**config.mk**
```make
export PLATFORM = sky130hd
export DESIGN_NAME = pp_buffer_axi_wr_master
export DESIGN_NICKNAME = d
export VERILOG_FILES = /design/src/rtl/pp_buffer_axi_wr_master.sv
export SDC_FILE = /design/constraint.sdc
export NUM_CORES = 1
export LEC_CHECK = 0
export ABC_AREA = 1
export CAP_MARGIN = 15
export CORE_ASPECT_RATIO = 1.4
export CORE_MARGIN = 1
export CORE_UTILIZATION = 52
export CTS_BUF_LIST = sky130_fd_sc_hd__clkbuf_2
export DETAILED_ROUTE_END_ITERATION = 10
export PLACE_DENSITY_LB_ADDON = 0.15
export RECOVER_POWER = 50
export SYNTH_ARGS = -nofsm -noshare
export SYNTH_HDL_FRONTEND = slang
export SYNTH_SLANG_ARGS = --single-unit
```
**constraint.sdc**
```tcl
create_clock -name clk -period 5.4 [get_ports clk]
set_input_delay 1.62 -clock clk [delete_from_list [all_inputs] [get_ports clk]]
set_output_delay 1.62 -clock clk [all_outputs]
set_load 0.005 [all_outputs]
```
**src/rtl/pp_buffer_axi_wr_master.sv**
```systemverilog
// AXI4 write master: streams BRAM words to DDR as back-to-back INCR bursts,
// one burst outstanding at a time, fed by a 2-entry BRAM prefetch skid buffer.
module pp_buffer_axi_wr_master #(
    parameter int BURST_LEN_WIDTH = 8,
    parameter int NUM_BURST_WIDTH = 8,
    parameter int DDR_ADDR_WIDTH  = 29,
    parameter int DDR_DW          = 64,
    parameter int BRAM_ADDR_WIDTH = 10,
    parameter int AXI_ID_WIDTH    = 4
) (
    input  logic                       clk,
    input  logic                       rst_n,
    input  logic                       wr_start,
    input  logic [BURST_LEN_WIDTH-1:0] wr_burst_len,
    input  logic [NUM_BURST_WIDTH-1:0] wr_num_burst,
    input  logic [DDR_ADDR_WIDTH-1:0]  wr_start_addr,
    input  logic [BRAM_ADDR_WIDTH-1:0] wr_start_bram_addr,
    output logic                       wr_ready,
    output logic                       wr_done,
    output logic                       wr_err,
    output logic                       bram_r_en,
    output logic [BRAM_ADDR_WIDTH-1:0] bram_r_addr,
    input  logic [DDR_DW-1:0]          bram_rdata,
    output logic [AXI_ID_WIDTH-1:0]    m_axi_awid,
    output logic [DDR_ADDR_WIDTH-1:0]  m_axi_awaddr,
    output logic [7:0]                 m_axi_awlen,
    output logic [2:0]                 m_axi_awsize,
    output logic [1:0]                 m_axi_awburst,
    output logic                       m_axi_awlock,
    output logic [3:0]                 m_axi_awcache,
    output logic [2:0]                 m_axi_awprot,
    output logic [3:0]                 m_axi_awqos,
    output logic                       m_axi_awvalid,
    input  logic                       m_axi_awready,
    output logic [DDR_DW-1:0]          m_axi_wdata,
    output logic [DDR_DW/8-1:0]        m_axi_wstrb,
    output logic                       m_axi_wlast,
    output logic                       m_axi_wvalid,
    input  logic                       m_axi_wready,
    input  logic [AXI_ID_WIDTH-1:0]    m_axi_bid,
    input  logic [1:0]                 m_axi_bresp,
    input  logic                       m_axi_bvalid,
    output logic                       m_axi_bready,
    output logic [2:0]                 dbg_state_o
);

    localparam int STRB_W = DDR_DW / 8;
    localparam int SIZE   = $clog2(STRB_W);
    localparam int FL_W   = BURST_LEN_WIDTH + 1;

    typedef enum logic [2:0] {
        S_IDLE = 3'd0,
        S_AW   = 3'd1,
        S_W    = 3'd2,
        S_B    = 3'd3,
        S_DONE = 3'd4
    } state_t;

    state_t                      state_q;
    logic [BURST_LEN_WIDTH-1:0]  len_q;
    logic [NUM_BURST_WIDTH-1:0]  bursts_left_q;
    logic [DDR_ADDR_WIDTH-1:0]   awaddr_q;
    logic [BRAM_ADDR_WIDTH-1:0]  bram_addr_q;
    logic [FL_W-1:0]             fetch_left_q;
    logic [BURST_LEN_WIDTH-1:0]  beat_cnt_q;
    logic                        err_q;

    logic [DDR_DW-1:0]           buf_q [2];
    logic                        wr_ptr_q;
    logic                        rd_ptr_q;
    logic [1:0]                  count_q;
    logic                        rd_valid_q;

    logic                        w_pop;
    logic                        fetch_ok;
    logic [2:0]                  credits;
    logic                        r_en;
    logic [FL_W-1:0]             len_plus1;
    logic [DDR_ADDR_WIDTH-1:0]   burst_bytes;
    logic                        unused_bid;

    // Every channel transfers on the cycle where valid and ready are both high;
    // a raised valid and its payload stay put until that cycle.
    assign w_pop    = (state_q == S_W) && (count_q != 2'd0) && m_axi_wready;
    assign fetch_ok = ((state_q == S_AW) || (state_q == S_W)) && (fetch_left_q != '0);
    // Slots held by buffered beats and the read returning this cycle, net of the beat leaving now.
    assign credits  = {1'b0, count_q} + {2'b00, rd_valid_q} - {2'b00, w_pop};
    assign r_en     = fetch_ok && (credits < 3'd2);

    assign len_plus1   = {1'b0, len_q} + FL_W'(1);
    assign burst_bytes = DDR_ADDR_WIDTH'(len_plus1) << SIZE;
    assign unused_bid  = ^m_axi_bid;

    always_ff @(posedge clk) begin
        if (!rst_n) begin
            state_q       <= S_IDLE;
            len_q         <= '0;
            bursts_left_q <= '0;
            awaddr_q      <= '0;
            bram_addr_q   <= '0;
            fetch_left_q  <= '0;
            beat_cnt_q    <= '0;
            err_q         <= 1'b0;
        end else begin
            if (r_en) begin
                bram_addr_q  <= bram_addr_q + BRAM_ADDR_WIDTH'(1);
                fetch_left_q <= fetch_left_q - FL_W'(1);
            end
            case (state_q)
                S_IDLE: begin
                    if (wr_start) begin
                        len_q         <= wr_burst_len;
                        bursts_left_q <= wr_num_burst;
                        awaddr_q      <= wr_start_addr;
                        bram_addr_q   <= wr_start_bram_addr;
                        fetch_left_q  <= {1'b0, wr_burst_len} + FL_W'(1);
                        beat_cnt_q    <= '0;
                        err_q         <= 1'b0;
                        state_q       <= (wr_num_burst == '0) ? S_DONE : S_AW;
                    end
                end
                S_AW: begin
                    if (m_axi_awready) begin
                        awaddr_q <= awaddr_q + burst_bytes;
                        state_q  <= S_W;
                    end
                end
                S_W: begin
                    if (w_pop) begin
                        beat_cnt_q <= beat_cnt_q + BURST_LEN_WIDTH'(1);
                        if (beat_cnt_q == len_q) begin
                            state_q <= S_B;
                        end
                    end
                end
                S_B: begin
                    if (m_axi_bvalid) begin
                        if (m_axi_bresp != 2'b00) begin
                            err_q <= 1'b1;
                        end
                        bursts_left_q <= bursts_left_q - NUM_BURST_WIDTH'(1);
                        fetch_left_q  <= len_plus1;
                        beat_cnt_q    <= '0;
                        state_q       <= (bursts_left_q == NUM_BURST_WIDTH'(1)) ? S_DONE : S_AW;
                    end
                end
                S_DONE: begin
                    state_q <= S_IDLE;
                end
                default: begin
                    state_q <= S_IDLE;
                end
            endcase
        end
    end

    // Skid buffer: BRAM data lands one cycle after the read enable.
    always_ff @(posedge clk) begin
        if (!rst_n) begin
            rd_valid_q <= 1'b0;
            wr_ptr_q   <= 1'b0;
            rd_ptr_q   <= 1'b0;
            count_q    <= 2'd0;
            buf_q[0]   <= '0;
            buf_q[1]   <= '0;
        end else begin
            rd_valid_q <= r_en;
            if (rd_valid_q) begin
                buf_q[wr_ptr_q] <= bram_rdata;
                wr_ptr_q        <= ~wr_ptr_q;
            end
            if (w_pop) begin
                rd_ptr_q <= ~rd_ptr_q;
            end
            count_q <= count_q + {1'b0, rd_valid_q} - {1'b0, w_pop};
        end
    end

    assign wr_ready      = (state_q == S_IDLE);
    assign wr_done       = (state_q == S_DONE);
    assign wr_err        = err_q;
    assign bram_r_en     = r_en;
    assign bram_r_addr   = bram_addr_q;

    assign m_axi_awid    = '0;
    assign m_axi_awaddr  = awaddr_q;
    assign m_axi_awlen   = 8'(len_q);
    assign m_axi_awsize  = 3'(SIZE);
    assign m_axi_awburst = 2'b01;
    assign m_axi_awlock  = 1'b0;
    assign m_axi_awcache = 4'b0011;
    assign m_axi_awprot  = 3'b000;
    assign m_axi_awqos   = 4'b0000;
    assign m_axi_awvalid = (state_q == S_AW);

    assign m_axi_wvalid  = (state_q == S_W) && (count_q != 2'd0);
    assign m_axi_wdata   = buf_q[rd_ptr_q];
    assign m_axi_wstrb   = '1;
    assign m_axi_wlast   = m_axi_wvalid && (beat_cnt_q == len_q);

    assign m_axi_bready  = (state_q == S_B);
    assign dbg_state_o   = state_q;

endmodule
```
==> out/qor.yml <==
detailed_routing:
  wl_um: 27700
  drcViolationCount: 0
  drtAntennaViolNets: 0
  vias: 9793
  wl_per_cell_um: 14.1
  vias_per_cell: 4.98
  drtPass1Iterations: 5
  drt_iter0_drc: 566
global_routing:
  grt_pass1_vias: 9552
  grt_overflow: 0
  grt_usage_pct: 24.6
  antenna_found_initial: 2
  grt_max_degree: 66
  grt_pass1_wl_um: 44300
clock_tree:
  cts_buffers: 50
  clockBufferDepth: 3
  cts.sinks: 210
  path_clk_slew_ns: 0.11
  insertion_delay_ns: 0.80
  cts_hold_buffers: 0
  htreeDepth: 2
  tritoncts: "done"
  clockRootBuffer: "clkbuf_2"
timing:
  layout_min_cycle_time_ns: 4.99
  clock_skew_ns: 0.0345
  fin_setup_tns_ns: 0
  holdWs_ns: 0.466
  fmax_ghz: 0.200
  slew_violations: 253
  slew_headroom_pct: -110
  grt_setup_unrepaired: "no"
  hold_viol: 0
  period_share_pct: 92.4
  setup_viol: 0
  tightest_slew_ns: 3.14
synthesis:
  netlist_top_cells_area: "edfxtp_1 (34%), dfxtp_1 (14%), nand2_1 (9.1%)"
  synth_edf_count: 128
  synth-compound-area-share_pct: 7.54
  yosysSeqAreaShare_pct: 48.2
  synth_top_family_by_area: "simple AND/OR/NAND/NOR gates"
  syn-cell-area_mm2: 0.0114
  synth_cells: 1370
  synth_top_area_share_pct: 33.8
  synth_cell_types: 49
  async_reset_ff_share_pct: 0
  synthSimpleGateAreaFrac_pct: 22.5
  syn_area_per_cell_um2: 8.31
  synth_ff_type: "edfxtp_1"
  synth-adder-area-share_pct: 2.33
  synth.mux.area_fraction_pct: 6.33
  ys_ff_latch: 210
  synth.largest_area_cell: "edfxtp_1"
  synth_xor_area_share_pct: 2.31
  yosysWarnings: 0
critical_path:
  arrival_ns: 3.37
  path_cells: "dlymetal6s2s_1 > inv_1 > nor2_2 > ha_1 > inv_1 > ha_1 > inv_1 > fa_2 > inv_2 > nor2_4 > nand3_4 > inv_2 > buf_2"
  cp.required_ns: 3.78
  r2r_start: "rd_valid_q$_SDFF_PN0_"
  r2r_slack_ns: 1.78
  crit_fanout: 2
  start_kind: "input port"
  critPathTopFamily: "adder cells"
  max_stage_delay_ns: 0.55
  critPathBufInv: 7
  reg2reg_depth: 5
  cp_common_cell: "inv_1"
  cp_slowest_cell: "fa_2"
  end_kind: "primary output"
  timing.rr.end: "buf_q[0][40]$_SDFFCE_PN0P_"
  worst-setup-path-type: "in -> out"
worst_hold_path:
  hold_path_startpoint: "wr_err$_SDFFE_PN0P_"
  hp-class: "reg -> reg"
  whs_endpoint: "wr_err$_SDFFE_PN0P_"
  holdPathStages: 2
floorplanning:
  fp.coreArea_mm2: 0.0214
  die_h_um: 177
  die_area_mm2: 0.0225
  start_util_pct: 53.3
  rows: 63
  fp.dieW_um: 127
  io_pins: 282
layout:
  num-fill-cells: 1785
  drive_above_1_share_pct: 11.6
  final-seq-area_mm2: 0.00549
  syn2layout_area_growth_pct: 27.0
  multi_input_area_mm2: 0.00480
  fin_nets: 1783
place:
  dp_hpwl_um: 19500
  place_congestion: 0.880
  place.port_buffers: 248
power:
  irDropWorstVdd_mv: 0.228
  netSwitchingPower_mw: 2.14
  clock_power_share_pct: 18.0
  powerDensity_mw_per_mm2: 391
  p_int_mw: 3.51
  switching_share_pct: 37.9
  power.leakage_nw: 6.41
  combPwrFrac_pct: 41.0
  seq_power_share_pct: 41.0
status:
  violations: "capacitance limit, slew limit"
  status: "finished with violations"
job:
  maxCapViolCount: 5
## worst reg2reg max path, delay by kind of cell, from the launching register on
family                 cells  cell delay (ns)
buffers and inverters      2             1.89
DFF                        1             0.34
and+or+nand+nor            3             0.89
## final cells by class
type	count	area share, %
Antenna cell	2	0.0346
Clock buffer	72	2.49
Clock inverter	21	0.640
Inverter	201	5.22
Multi-Input combinational cell	905	33.2
Sequential cell	210	37.9
Tap cell	292	2.53
Timing Repair Buffer	264	17.9
## cell usage after synthesis (2+ instances only)
| cell | instances |
|---|---|
| ha_1 | 18 |
| fa_1 | 2 |
| conb_1 | 2 |
| buf_4 | 29 |
| nor3_1 | 15 |
| or2_0 | 2 |
| xor2_1 | 25 |
| nor2_4 | 2 |
| or2_2 | 8 |
| buf_6 | 4 |
| nand2_4 | 2 |
| nand4_1 | 10 |
| a21oi_1 | 54 |
| nand2_1 | 277 |
| a22oi_1 | 2 |
| nand2_2 | 4 |
| nor2_2 | 3 |
| xnor2_1 | 5 |
| dfxtp_1 | 82 |
| buf_2 | 19 |
| inv_1 | 193 |
| o22ai_1 | 4 |
| nand3_1 | 68 |
| nor2_1 | 203 |
| a31oi_1 | 14 |
| inv_2 | 7 |
| a211oi_1 | 3 |
| clkbuf_1 | 26 |
| o21ai_0 | 50 |
| nand3b_1 | 5 |
| buf_1 | 3 |
| o21ai_1 | 8 |
| mux2_2 | 64 |
| edfxtp_1 | 128 |
| o21bai_1 | 2 |
| and2_1 | 2 |
| o211ai_1 | 13 |
## placed cells by master (no fill, tap or decap), types with 10 or more instances in the layout
master and n:
nor3_1 15, dfxtp_1 81, nand3_1 68, a21oi_1 54, o211ai_1 13, mux2_2 64
ha_1 18, nor2_1 202, inv_1 192, a31oi_1 14, nand4_1 10, clkbuf_2 72
buf_4 10, clkdlybuf4s50_1 245, edfxtp_1 128, nand2_1 276, clkinv_1 15, xor2_1 24
conb_1 29, o21ai_0 50
## metrics by stage
stage                     power [mW]  setup WS, ns  util (%)  std cells  area, um2
final                           5.65         0.408      67.7       1967      14500
after global routing            6.09         0.259      67.7       1967      14500
after CTS                       5.70        0.0770      67.8       1965      14500
after detailed placement        4.67        -0.459      65.6       1871      14000
after global placement          4.62        -0.410      65.6       1871      14000
after floorplan                 3.75         0.466         -       1397      11500
## how the worst max path moves through the flow
stage	cells past startpoint	slack, ns	startpoint	end
2_1_floorplan	12	0.47	m_axi_wready	bram_r_en
3_3_place_gp	13	-0.41	m_axi_wready	bram_r_en
3_5_place_dp	13	-0.46	m_axi_wready	bram_r_en
4_1_cts	13	0.08	m_axi_wready	bram_r_en
5_1_grt	13	0.26	m_axi_wready	bram_r_en
6_report	13	0.41	m_axi_wready	bram_r_en
## routing by layer
layer  track usage [%]  wire length (um)  part of all wire, %
met5                 0                 0                    0
met1              26.3             10600                   38
met2              46.3             14100                   51
met3              4.99              1860                  6.7
met4              10.8              1010                  3.7
## power by group through the flow
stage	Sequential, mW	Combinational (mW)	Clock [mW]
after floorplan	2.28	1.46	0
after global placement	2.33	2.28	0
after detailed placement	2.35	2.32	0
after CTS	2.31	2.33	1.05
after global routing	2.36	2.59	1.14
final	2.32	2.31	1.02
## repair_timing
| action | 4_1_cts | 5_1_grt |
|---|---|---|
| setup buffers | 1 | 0 |
| setup endpoints to repair | 1 | 1 |
| pin swaps | 2 | 4 |
| gates resized for setup | 8 | 2 |
## sequential cells by signal, indices dropped and copies added (netlist names), named ones only
signal and count:
rd_valid_q 1, wr_ptr_q 1, dbg_state_o 3, bursts_left_q 8, wr_err 1, fetch_left_q 9
count_q 2, beat_cnt_q 8, buf_q 128, m_axi_awlen 8, rd_ptr_q 1, m_axi_awaddr 29
bram_r_addr 10
## cells by family (layout without fill, tap and decap cells)
group                      after synthesis  in the layout
buffers and inverters                  282            558
adders and majority gates               20             20
xor gates and xnor gates                30             30
other                                    2             31
DFF                                    210            210
muxes                                   64             64
and+or+nand+nor                        608            608
AOI/OAI and AO/OA                      154            154
No activity file was read; power rests on OpenSTA's default activity.
